[src/rtl/lcd_bus_arbiter_if.sv]
// Request/grant handshake and LCD pin bundle for lcd_bus_arbiter.
// The requester side uses master; the arbiter uses slave.
interface lcd_bus_arbiter_if;
    logic [3:0]  req_valid;
    logic [3:0]  req_rs;
    logic [31:0] req_data;
    logic [3:0]  req_ready;
    logic [7:0]  lcd_data;
    logic        lcd_rs;
    logic        lcd_rw;
    logic        lcd_en;
    logic        lcd_on;
    logic        init_done;
    logic        busy;

    modport master (
        output req_valid, req_rs, req_data,
        input  req_ready, lcd_data, lcd_rs, lcd_rw,
        input  lcd_en, lcd_on, init_done, busy
    );

    modport slave (
        input  req_valid, req_rs, req_data,
        output req_ready, lcd_data, lcd_rs, lcd_rw,
        output lcd_en, lcd_on, init_done, busy
    );
endinterface

[src/rtl/lcd_bus_arbiter.sv]
// Four-requester round-robin arbiter driving an HD44780-style LCD bus,
// with power-on wait and a fixed init sequence before any grant.
module lcd_bus_arbiter #(
    parameter int unsigned POR_WAIT_CYC = 750000,
    parameter int unsigned EN_HIGH_CYC  = 12,
    parameter int unsigned CMD_WAIT_CYC = 2500,
    parameter int unsigned CLR_WAIT_CYC = 82000
) (
    input logic             clock,
    input logic             reset,
    lcd_bus_arbiter_if.slave bus
);
    localparam int unsigned MAX_A = (POR_WAIT_CYC > CLR_WAIT_CYC) ?
                                    POR_WAIT_CYC : CLR_WAIT_CYC;
    localparam int unsigned MAX_B = (MAX_A > CMD_WAIT_CYC) ?
                                    MAX_A : CMD_WAIT_CYC;
    localparam int unsigned MAX_C = (MAX_B > EN_HIGH_CYC) ?
                                    MAX_B : EN_HIGH_CYC;
    localparam int unsigned CW    = $clog2(MAX_C + 1);

    localparam logic [CW-1:0] POR_LAST = CW'(POR_WAIT_CYC - 1);
    localparam logic [CW-1:0] EN_LAST  = CW'(EN_HIGH_CYC - 1);
    localparam logic [CW-1:0] CMD_LAST = CW'(CMD_WAIT_CYC - 1);
    localparam logic [CW-1:0] CLR_LAST = CW'(CLR_WAIT_CYC - 1);

    typedef enum logic [2:0] {
        POR_WAIT, INIT_LOAD, SETUP, PULSE, WAIT, IDLE
    } state_t;

    state_t        state_q;
    logic [CW-1:0] cnt_q;
    logic [1:0]    init_idx_q;
    logic [1:0]    last_grant_q;
    logic [7:0]    lcd_data_q;
    logic          lcd_rs_q;
    logic          lcd_en_q;
    logic          init_done_q;
    logic          busy_q;

    logic [3:0]    grant;
    logic [1:0]    grant_idx;
    logic [1:0]    scan_idx;
    logic          found;
    logic [7:0]    init_byte;
    logic [CW-1:0] wait_last;

    // Clear and home commands need the long settle time.
    assign wait_last = (!lcd_rs_q && lcd_data_q[7:2] == 6'd0) ?
                       CLR_LAST : CMD_LAST;

    always_comb begin
        init_byte = 8'h38;
        unique case (init_idx_q)
            2'd0: init_byte = 8'h38;
            2'd1: init_byte = 8'h0C;
            2'd2: init_byte = 8'h06;
            2'd3: init_byte = 8'h01;
        endcase
    end

    // Scan starts one past the last winner; only valid requesters win.
    always_comb begin
        grant     = 4'b0000;
        grant_idx = 2'd0;
        scan_idx  = 2'd0;
        found     = 1'b0;
        if (state_q == IDLE && init_done_q) begin
            for (int k = 1; k <= 4; k++) begin
                scan_idx = last_grant_q + 2'(k);
                if (!found && bus.req_valid[scan_idx]) begin
                    found     = 1'b1;
                    grant_idx = scan_idx;
                end
            end
            if (found) grant[grant_idx] = 1'b1;
        end
    end

    always_ff @(posedge clock) begin
        if (reset) begin
            state_q      <= POR_WAIT;
            cnt_q        <= '0;
            init_idx_q   <= 2'd0;
            last_grant_q <= 2'd3;
            lcd_data_q   <= 8'h00;
            lcd_rs_q     <= 1'b0;
            lcd_en_q     <= 1'b0;
            init_done_q  <= 1'b0;
            busy_q       <= 1'b1;
        end else begin
            unique case (state_q)
                POR_WAIT: begin
                    if (cnt_q == POR_LAST) begin
                        cnt_q   <= '0;
                        state_q <= INIT_LOAD;
                    end else begin
                        cnt_q <= cnt_q + 1'b1;
                    end
                end
                INIT_LOAD: begin
                    lcd_data_q <= init_byte;
                    lcd_rs_q   <= 1'b0;
                    state_q    <= SETUP;
                end
                SETUP: begin
                    lcd_en_q <= 1'b1;
                    cnt_q    <= '0;
                    state_q  <= PULSE;
                end
                PULSE: begin
                    if (cnt_q == EN_LAST) begin
                        lcd_en_q <= 1'b0;
                        cnt_q    <= '0;
                        state_q  <= WAIT;
                    end else begin
                        cnt_q <= cnt_q + 1'b1;
                    end
                end
                WAIT: begin
                    if (cnt_q == wait_last) begin
                        cnt_q <= '0;
                        if (init_done_q) begin
                            state_q <= IDLE;
                            busy_q  <= 1'b0;
                        end else if (init_idx_q == 2'd3) begin
                            init_done_q <= 1'b1;
                            state_q     <= IDLE;
                            busy_q      <= 1'b0;
                        end else begin
                            init_idx_q <= init_idx_q + 2'd1;
                            state_q    <= INIT_LOAD;
                        end
                    end else begin
                        cnt_q <= cnt_q + 1'b1;
                    end
                end
                IDLE: begin
                    if (|grant) begin
                        lcd_data_q   <= bus.req_data[{grant_idx, 3'b000} +: 8];
                        lcd_rs_q     <= bus.req_rs[grant_idx];
                        last_grant_q <= grant_idx;
                        busy_q       <= 1'b1;
                        state_q      <= SETUP;
                    end
                end
                default: state_q <= POR_WAIT;
            endcase
        end
    end

    assign bus.req_ready = grant;
    assign bus.lcd_data  = lcd_data_q;
    assign bus.lcd_rs    = lcd_rs_q;
    assign bus.lcd_rw    = 1'b0;
    assign bus.lcd_en    = lcd_en_q;
    assign bus.lcd_on    = 1'b1;
    assign bus.init_done = init_done_q;
    assign bus.busy      = busy_q;
endmodule

[src/flat_wrapper.sv]
// flat-port wrapper written by rule: the top's interface ports become plain ports
module lcd_bus_arbiter_flat 
#(
    parameter int unsigned POR_WAIT_CYC = 750000,
    parameter int unsigned EN_HIGH_CYC  = 12,
    parameter int unsigned CMD_WAIT_CYC = 2500,
    parameter int unsigned CLR_WAIT_CYC = 82000
)
  (clock, reset, bus_req_valid, bus_req_rs, bus_req_data, bus_req_ready, bus_lcd_data, bus_lcd_rs, bus_lcd_rw, bus_lcd_en, bus_lcd_on, bus_init_done, bus_busy);
  lcd_bus_arbiter_if bus_i ();
  input logic clock;
  input logic reset;
  input wire logic [$bits(bus_i.req_valid)-1:0] bus_req_valid;
  input wire logic [$bits(bus_i.req_rs)-1:0] bus_req_rs;
  input wire logic [$bits(bus_i.req_data)-1:0] bus_req_data;
  output wire logic [$bits(bus_i.req_ready)-1:0] bus_req_ready;
  output wire logic [$bits(bus_i.lcd_data)-1:0] bus_lcd_data;
  output wire logic [$bits(bus_i.lcd_rs)-1:0] bus_lcd_rs;
  output wire logic [$bits(bus_i.lcd_rw)-1:0] bus_lcd_rw;
  output wire logic [$bits(bus_i.lcd_en)-1:0] bus_lcd_en;
  output wire logic [$bits(bus_i.lcd_on)-1:0] bus_lcd_on;
  output wire logic [$bits(bus_i.init_done)-1:0] bus_init_done;
  output wire logic [$bits(bus_i.busy)-1:0] bus_busy;
  assign bus_i.req_valid = bus_req_valid;
  assign bus_i.req_rs = bus_req_rs;
  assign bus_i.req_data = bus_req_data;
  assign bus_req_ready = bus_i.req_ready;
  assign bus_lcd_data = bus_i.lcd_data;
  assign bus_lcd_rs = bus_i.lcd_rs;
  assign bus_lcd_rw = bus_i.lcd_rw;
  assign bus_lcd_en = bus_i.lcd_en;
  assign bus_lcd_on = bus_i.lcd_on;
  assign bus_init_done = bus_i.init_done;
  assign bus_busy = bus_i.busy;
  lcd_bus_arbiter #(.POR_WAIT_CYC(POR_WAIT_CYC), .EN_HIGH_CYC(EN_HIGH_CYC), .CMD_WAIT_CYC(CMD_WAIT_CYC), .CLR_WAIT_CYC(CLR_WAIT_CYC)) u_core (.clock(clock), .reset(reset), .bus(bus_i));
endmodule
[config.mk]
export PLATFORM = sky130hd
export DESIGN_NAME = lcd_bus_arbiter_flat
export DESIGN_NICKNAME = d
export VERILOG_FILES = /design/src/rtl/lcd_bus_arbiter_if.sv /design/src/rtl/lcd_bus_arbiter.sv /design/src/flat_wrapper.sv
export SDC_FILE = /design/constraint.sdc
export NUM_CORES = 1
export LEC_CHECK = 0
export BUFFER_PORTS_ARGS = -buffer_cell sky130_fd_sc_hd__buf_4
export CELL_PAD_IN_SITES_DETAIL_PLACEMENT = 1
export CELL_PAD_IN_SITES_GLOBAL_PLACEMENT = 1
export CORE_MARGIN = 2
export CORE_UTILIZATION = 36
export CTS_BUF_LIST = sky130_fd_sc_hd__clkbuf_8
export DETAILED_ROUTE_END_ITERATION = 10
export PLACE_DENSITY_LB_ADDON = 0.08
export SLEW_MARGIN = 20
export SYNTH_ARGS = -nofsm -noshare
export SYNTH_HDL_FRONTEND = slang
export SYNTH_SLANG_ARGS = --single-unit
[constraint.sdc]
create_clock -name clock -period 2 [get_ports clock]
set_input_delay 0.1 -clock clock [delete_from_list [all_inputs] [get_ports clock]]
set_output_delay 0.1 -clock clock [all_outputs]
set_load 0.01 [all_outputs]
Word level (Yosys, flattened, before mapping) --
Index checks and enable logic that the tools add are counted.
Storage, ports and cells: memories 0, bits in registers 39, memory bits (writable) 0, input bits 42, output and inout port bits 18, word-level logic and storage cells 119, latch bits 0, bits in read-only memories 0
Cells by class: eq/ne operators 16, multiplexer cells 54, add/sub/neg operators 5, bitwise operators 2, magnitude comparators 7, shift operators 1, divide/modulo/power cells 0, $mul 0, reductions and logical operators 25
Operators by type and width (count):
- 20-bit case mux with 4 select lines | 1
- 20-bit 2-to-1 mux | 3
- 8-bit case mux with 4 select lines | 1
- 32-bit by 6-bit indexed part select with 8-bit output | 1
- 1-bit 2-to-1 mux | 22
- 20-bit by 1-bit adder with 20-bit output, second input constant | 1
- 20-bit equality test | 1
- 20-bit equality test, second input constant | 1
- 20-bit by 4-bit equality test with 1-bit output, second input constant | 1
- 2-bit by 3-bit < comparator with 1-bit output, second input constant | 6
- 3-bit 2-to-1 mux | 6
- 3-bit case mux with 6 select lines | 1
- 17-bit 2-to-1 mux | 1
- 8-bit case mux with 2 select lines | 1
- 2-bit 2-to-1 mux | 6
- 4-bit AND reduction | 3
- 1-bit binary-select mux with 2-bit select | 5
- 4-bit 2-to-1 mux | 2
- 8-bit 2-to-1 mux | 1
- 2-bit AND reduction | 4
- 3-bit by 2-bit equality test with 1-bit output, second input constant | 2
- 3-bit equality test, second input constant | 2
- 1-bit logical AND | 6
- 6-bit zero test | 1
- other kinds (18) | 31

Depth between registers and ports, before layout --
depth in word-level cells 26, depth in mapped cells 9, depth with buffers taken out 8

Least setup slack after synthesis --
No wires, ideal clock.
path type register to register, start point reg u_core.cnt_q[16], end point reg u_core.cnt_q[9], path buffers 1, clock period less this slack 2.160 ns, arrival 2.044 ns, setup time 0.117 ns, path slack -0.160 ns, stages on the path, launching flop included 9, required time 1.883 ns, cells stage by stage dfxtp_1 nand2_2 or4_1 o41a_1 nor2_2 a21oi_2 buf_6 a21o_1 a22o_1
On the way: longest elaborated chain between the ends 3, elaborated cells on any way between the ends 7, classes of those cells eq/ne (3); mux (4)
RTL lines:
- start, declared | line lcd_bus_arbiter.sv:31 | logic [CW-1:0] cnt_q;
- start signal, assigned | line lcd_bus_arbiter.sv:97 | cnt_q <= cnt_q + 1'b1;
- start signal, assigned | line lcd_bus_arbiter.sv:116 | cnt_q <= cnt_q + 1'b1;
- start signal, assigned | line lcd_bus_arbiter.sv:134 | cnt_q <= cnt_q + 1'b1;
- 20-bit equality test, or another cell as far along | line lcd_bus_arbiter.sv:120 | if (cnt_q == wait_last) begin
- 20-bit 2-to-1 mux (on tied branches) | line lcd_bus_arbiter.sv:120, lcd_bus_arbiter.sv:93, lcd_bus_arbiter.sv:111
- 20-bit case mux with 4 select lines (*) | line lcd_bus_arbiter.sv:91 | unique case (state_q)
Every way passes the cells marked *; elsewhere a longest branch is shown, timed or not. A chain may end at the register's enable or synchronous reset.

Final worst setup path --
start point reg u_core.lcd_data_q[3] (netlist: u_core.bus.lcd_data[3]), end point reg u_core.cnt_q[7]
On the way: longest elaborated chain between the ends 6
RTL lines:
- start, declared | line lcd_bus_arbiter.sv:34 | logic [7:0] lcd_data_q;
- start signal, assigned | line lcd_bus_arbiter.sv:101 | lcd_data_q <= init_byte;
- start signal, assigned | line lcd_bus_arbiter.sv:139 | lcd_data_q <= bus.req_data[{grant_idx, 3'b000} +: 8];
- 6-bit zero test | line lcd_bus_arbiter.sv:48 | assign wait_last = (!lcd_rs_q && lcd_data_q[7:2] == 6'd0) ?
- 1-bit logical AND | line lcd_bus_arbiter.sv:48
- 17-bit 2-to-1 mux | line lcd_bus_arbiter.sv:48
- 20-bit equality test | line lcd_bus_arbiter.sv:120
- 20-bit 2-to-1 mux | line lcd_bus_arbiter.sv:120
- 20-bit case mux with 4 select lines | line lcd_bus_arbiter.sv:91
Every way passes these cells.

==> impl_metrics.prom <==
# TYPE chip_impl_metric gauge
chip_impl_info{name="status",value="finished with violations"} 1
chip_impl_info{name="failing_checks",value="negative setup slack"} 1
chip_impl_metric{name="h-tree-depth",unit=""} 2
chip_impl_metric{name="async_flop_share",unit=""} 0
chip_impl_info{name="ctsRootBufferMaster",value="clkbuf_8"} 1
chip_impl_info{name="regToRegStartpoint",value="u_core.bus.lcd_data[3]"} 1
chip_impl_metric{name="vias",unit=""} 2668
chip_impl_metric{name="antenna_left",unit=""} 0
chip_impl_metric{name="share_clk_of_total_power",unit=""} 0.254
chip_impl_metric{name="yosys.cell_types.count",unit=""} 51
chip_impl_metric{name="syn_to_final_growth",unit="%"} 45.78
chip_impl_metric{name="switching_share",unit=""} 0.3232
chip_impl_metric{name="finClkSkew",unit="ns"} 0.003254
chip_impl_metric{name="design.portCount",unit=""} 60
chip_impl_metric{name="route.final.wire_length",unit="um"} 8525
chip_impl_metric{name="starting_utilization_of_the_core_area",unit=""} 0.3766
chip_impl_metric{name="min_period_over_period",unit=""} 1.055
chip_impl_metric{name="detail_route.first_pass.iterations",unit=""} 4
chip_impl_metric{name="design.core.area",unit="sq um"} 6422
chip_impl_metric{name="final_cell_count_no_fill",unit=""} 477
chip_impl_metric{name="worstPathArrival",unit="ns"} 2.34
chip_impl_info{name="crit_path_end_kind",value="register"} 1
chip_impl_info{name="min-delay-start",value="reset"} 1
chip_impl_metric{name="fmax",unit="MHz"} 474.1
chip_impl_metric{name="gate_count_of_the_mapped_netlist",unit=""} 304
chip_impl_metric{name="fp.dieArea",unit="sq um"} 7390
chip_impl_metric{name="drt_drc_violations_left",unit=""} 0
chip_impl_metric{name="n_antenna_cell",unit=""} 0
chip_impl_metric{name="postLayoutSetupSlackWorst",unit="ns"} -0.1093
chip_impl_metric{name="seq_area_frac_synth",unit=""} 0.3228
chip_impl_metric{name="dpl.hpwl",unit="um"} 6475
chip_impl_metric{name="numPortBuffers",unit=""} 57
chip_impl_metric{name="p_per_area",unit="nW/um^2"} 656.6
chip_impl_info{name="tritoncts",value="yes"} 1
chip_impl_metric{name="die_height",unit="um"} 85.97
chip_impl_info{name="crit_path_cell_trace",value="or4_4 -> nor4_4 -> mux2i_2 -> o21ai_2 -> a21oi_2 -> buf_12 -> a21o_1 -> a22o_1"} 1
chip_impl_metric{name="clock_pin_slew_worst_setup_and_hold_paths",unit="ns"} 0.08
chip_impl_metric{name="final_net_count",unit=""} 446
chip_impl_metric{name="power.leakage",unit="nW"} 1.534
chip_impl_metric{name="r2r_setup_slk",unit="ns"} -0.11
chip_impl_metric{name="cts_hold_buffers",unit=""} 0
chip_impl_info{name="setup_repair_after_global_routing_missed_its_margin",value="true"} 1
chip_impl_metric{name="cts_made_buffers",unit=""} 5
chip_impl_metric{name="path_max_fanout",unit=""} 22
chip_impl_metric{name="route.detailed.vias_per_inst",unit=""} 5.593
chip_impl_metric{name="max_slew_margin",unit=""} 0.6428
chip_impl_metric{name="net-switching-power",unit="uW"} 748.2
chip_impl_metric{name="num_rows",unit=""} 29
chip_impl_metric{name="synth.avg_cell_area",unit="sq um"} 7.956
chip_impl_metric{name="grt_pass1_wl",unit="um"} 13610
chip_impl_metric{name="layout.core_utilization",unit=""} 0.5490
chip_impl_metric{name="ys_ff_latch",unit=""} 39
chip_impl_metric{name="seq_power_share",unit=""} 0.395
chip_impl_metric{name="ir_drop",unit="V"} 0.0004729
chip_impl_metric{name="timing.final.hold_violations",unit=""} 0
chip_impl_info{name="min_to",value="u_core.bus.init_done"} 1
chip_impl_info{name="yosys_most_used_dff",value="dfxtp_1"} 1
chip_impl_metric{name="antenna_found_initial",unit=""} 0
chip_impl_metric{name="grt_start_max_net_pins",unit=""} 23
chip_impl_metric{name="tns",unit="ns"} -1.133
chip_impl_metric{name="globalplace.congestion",unit=""} 0.9127
chip_impl_info{name="min-delay-path-class",value="primary input to register"} 1
chip_impl_metric{name="post_synth_instance_area",unit="sq um"} 2419
chip_impl_metric{name="routed_wire_length_per_instance",unit="um"} 17.87
chip_impl_metric{name="drv.max_cap_violation_count",unit=""} 0
chip_impl_info{name="path_class",value="register to register"} 1
chip_impl_metric{name="power_frac_comb",unit=""} 0.352
chip_impl_metric{name="placed_cells_incl_taps",unit=""} 467
chip_impl_metric{name="dieWidth",unit="um"} 85.97
chip_impl_metric{name="post_synth_edffs",unit=""} 0
chip_impl_metric{name="setup_violations",unit=""} 16
chip_impl_metric{name="number_of_drc_markers_in_iteration_0",unit=""} 110
chip_impl_metric{name="finalMaxSlewViolations",unit=""} 0
chip_impl_info{name="timing.critical_path.from_type",value="register"} 1
chip_impl_info{name="critical_path.slowest_cell",value="or4_4"} 1
chip_impl_metric{name="internal-power",unit="mW"} 1.567
chip_impl_metric{name="total_power",unit="mW"} 2.315
chip_impl_metric{name="period_needed",unit="ns"} 2.109
chip_impl_metric{name="cts_num_sinks",unit=""} 39
chip_impl_metric{name="final.hold.worst_slack",unit="ns"} 0.1563
chip_impl_metric{name="critical_path_required",unit="ns"} 2.23
chip_impl_metric{name="rr_worst_depth",unit=""} 8
chip_impl_info{name="r2r_end",value="u_core.cnt_q[7]"} 1
chip_impl_metric{name="syn-num-nets",unit=""} 351
chip_impl_metric{name="gr-total-overflow",unit=""} 0
chip_impl_metric{name="synth-warning-count",unit=""} 0
chip_impl_metric{name="first_global_vias",unit=""} 2722
chip_impl_metric{name="min_delay_path_depth",unit=""} 2
chip_impl_metric{name="num-fill-cells",unit=""} 785
chip_impl_metric{name="cts_buffer_depth",unit=""} 2
chip_impl_metric{name="clock_insertion_delay_worst_skew",unit="ns"} 0.29
chip_impl_metric{name="layout-drive-gt1-share",unit=""} 0.3750
chip_impl_metric{name="grt_util_all_layers",unit=""} 0.2312
chip_impl_metric{name="max_slew.worst_pin.slew",unit="ns"} 0.5289
chip_impl_metric{name="crit_path_max_incr_delay",unit="ns"} 0.54
-- layout make-up --
cell class	count	area, sq um	share of cell area
Multi-Input combinational cell	239	1669	0.4734
Sequential cell	39	789.5	0.2239
Clock inverter	1	3.754	0.001065
Clock buffer	7	96.34	0.02732
Inverter	9	33.78	0.009581
Timing Repair Buffer	105	837.1	0.2374
Tap cell	77	96.34	0.02732
-- cell usage after synthesis, types with 2 or more instances --
cell type  instances  area share
a21oi_1           12       0.025
xnor2_1            4       0.014
clkbuf_1          10       0.016
or2_2              2      0.0052
and2_1             4       0.010
o41ai_1            2      0.0072
a22o_1             4       0.014
o221ai_1           4       0.014
inv_1              9       0.014
xor2_1             2      0.0072
nor2b_1            5       0.013
or4_1              4       0.012
nand2b_1           5       0.013
nand3_1           21       0.043
o22ai_1            3      0.0078
o31ai_1            2      0.0062
mux2i_1           28        0.12
nor3_1             7       0.014
dfxtp_1           39        0.32
and3_1             6       0.016
a221oi_1           7       0.025
buf_4              2      0.0062
ha_1               5       0.026
buf_2              2      0.0041
nand4_1            4       0.010
o21ai_0            8       0.017
nor4_1             5       0.013
conb_1             2      0.0031
nand2_1           27       0.042
nor2_1            35       0.054
a211oi_1           2      0.0062
a21o_1             5       0.016
a31oi_1            5       0.013
a22oi_1            5       0.016
-- per-stage QoR --
stage	instance area [sq um]	setup WS (ns)
after global placement	3261	-0.1426
after detailed placement	3261	-0.1859
after global routing	3526	-0.2153
final	3526	-0.1093
after CTS	3458	-0.1102
after floorplan	2444	-0.1080
-- worst max-delay path by stage --
stage / slack (ns) / end / depth (start not counted) / from
after global routing: -0.22 / u_core.cnt_q[7] / 8 / u_core.bus.lcd_data[3]
after CTS: -0.11 / u_core.cnt_q[4] / 8 / u_core.cnt_q[9]
after detailed placement: -0.19 / u_core.cnt_q[4] / 8 / u_core.cnt_q[17]
after global placement: -0.14 / u_core.cnt_q[4] / 8 / u_core.cnt_q[17]
after floorplan: -0.11 / u_core.cnt_q[9] / 8 / u_core.cnt_q[11]
final: -0.11 / u_core.cnt_q[7] / 8 / u_core.bus.lcd_data[3]
-- registers in the layout, indices dropped and copies added (netlist names) --
name,flops
u_core.bus.busy,1
u_core.bus.init_done,1
u_core.bus.lcd_data,8
u_core.bus.lcd_en,1
u_core.bus.lcd_rs,1
u_core.cnt_q,20
u_core.init_idx_q,2
u_core.last_grant_q,2
u_core.state_q,3
-- layer usage --
layer  track usage  wire length, um
met2        0.3932             3851
met3       0.04524              520
met1        0.3011             4044
met4       0.05483              108
met5             0                0
-- critical path, delay by kind of cell (launching register included) --
family | cells | cell delay, ns
AOI/OAI and AO/OA | 4 | 0.49
buffers and inverters | 1 | 0.18
DFF | 1 | 0.32
muxes | 1 | 0.30
and+or+nand+nor | 2 | 0.74
-- cells by family after synthesis --
kind of cell | synth area share
mux | 0.1159
fa+ha+maj | 0.02587
compound gates | 0.1935
xor+xnor | 0.02173
flops | 0.3228
buf+inv | 0.04811
other cells | 0.003105
simple gates | 0.2690
-- power by group through the flow --
stage / clock network, mW / registers (mW) / logic, mW
after floorplan: 0 / 0.911 / 0.419
after global placement: 0 / 0.914 / 0.743
after detailed placement: 0 / 0.917 / 0.764
after CTS: 0.611 / 0.912 / 0.819
after global routing: 0.631 / 0.923 / 0.886
final: 0.587 / 0.913 / 0.814
-- placed cells by master (no fill, tap or decap), types with 4 or more instances in the layout --
master,n
clkbuf_8,7
nand3_1,19
ha_1,4
nand2_1,26
dfxtp_2,7
and3_1,6
a22o_1,4
mux2i_1,27
a21oi_1,11
dfxtp_1,32
o21ai_0,5
nor2_1,31
nor3_1,6
a221oi_1,6
nand4_1,4
inv_1,10
and2_1,4
a31oi_1,5
buf_4,99
a21o_1,5
a22oi_1,5
nand2b_1,5
nor2b_1,4
-- repair_timing --
action / in CTS / in global routing
gates resized for setup: 22 / 17
buffers inserted: 2 / 0
setup endpoints to repair: 26 / 26
pin swaps: 7 / 9
No activity file was read; power rests on OpenSTA's default activity.
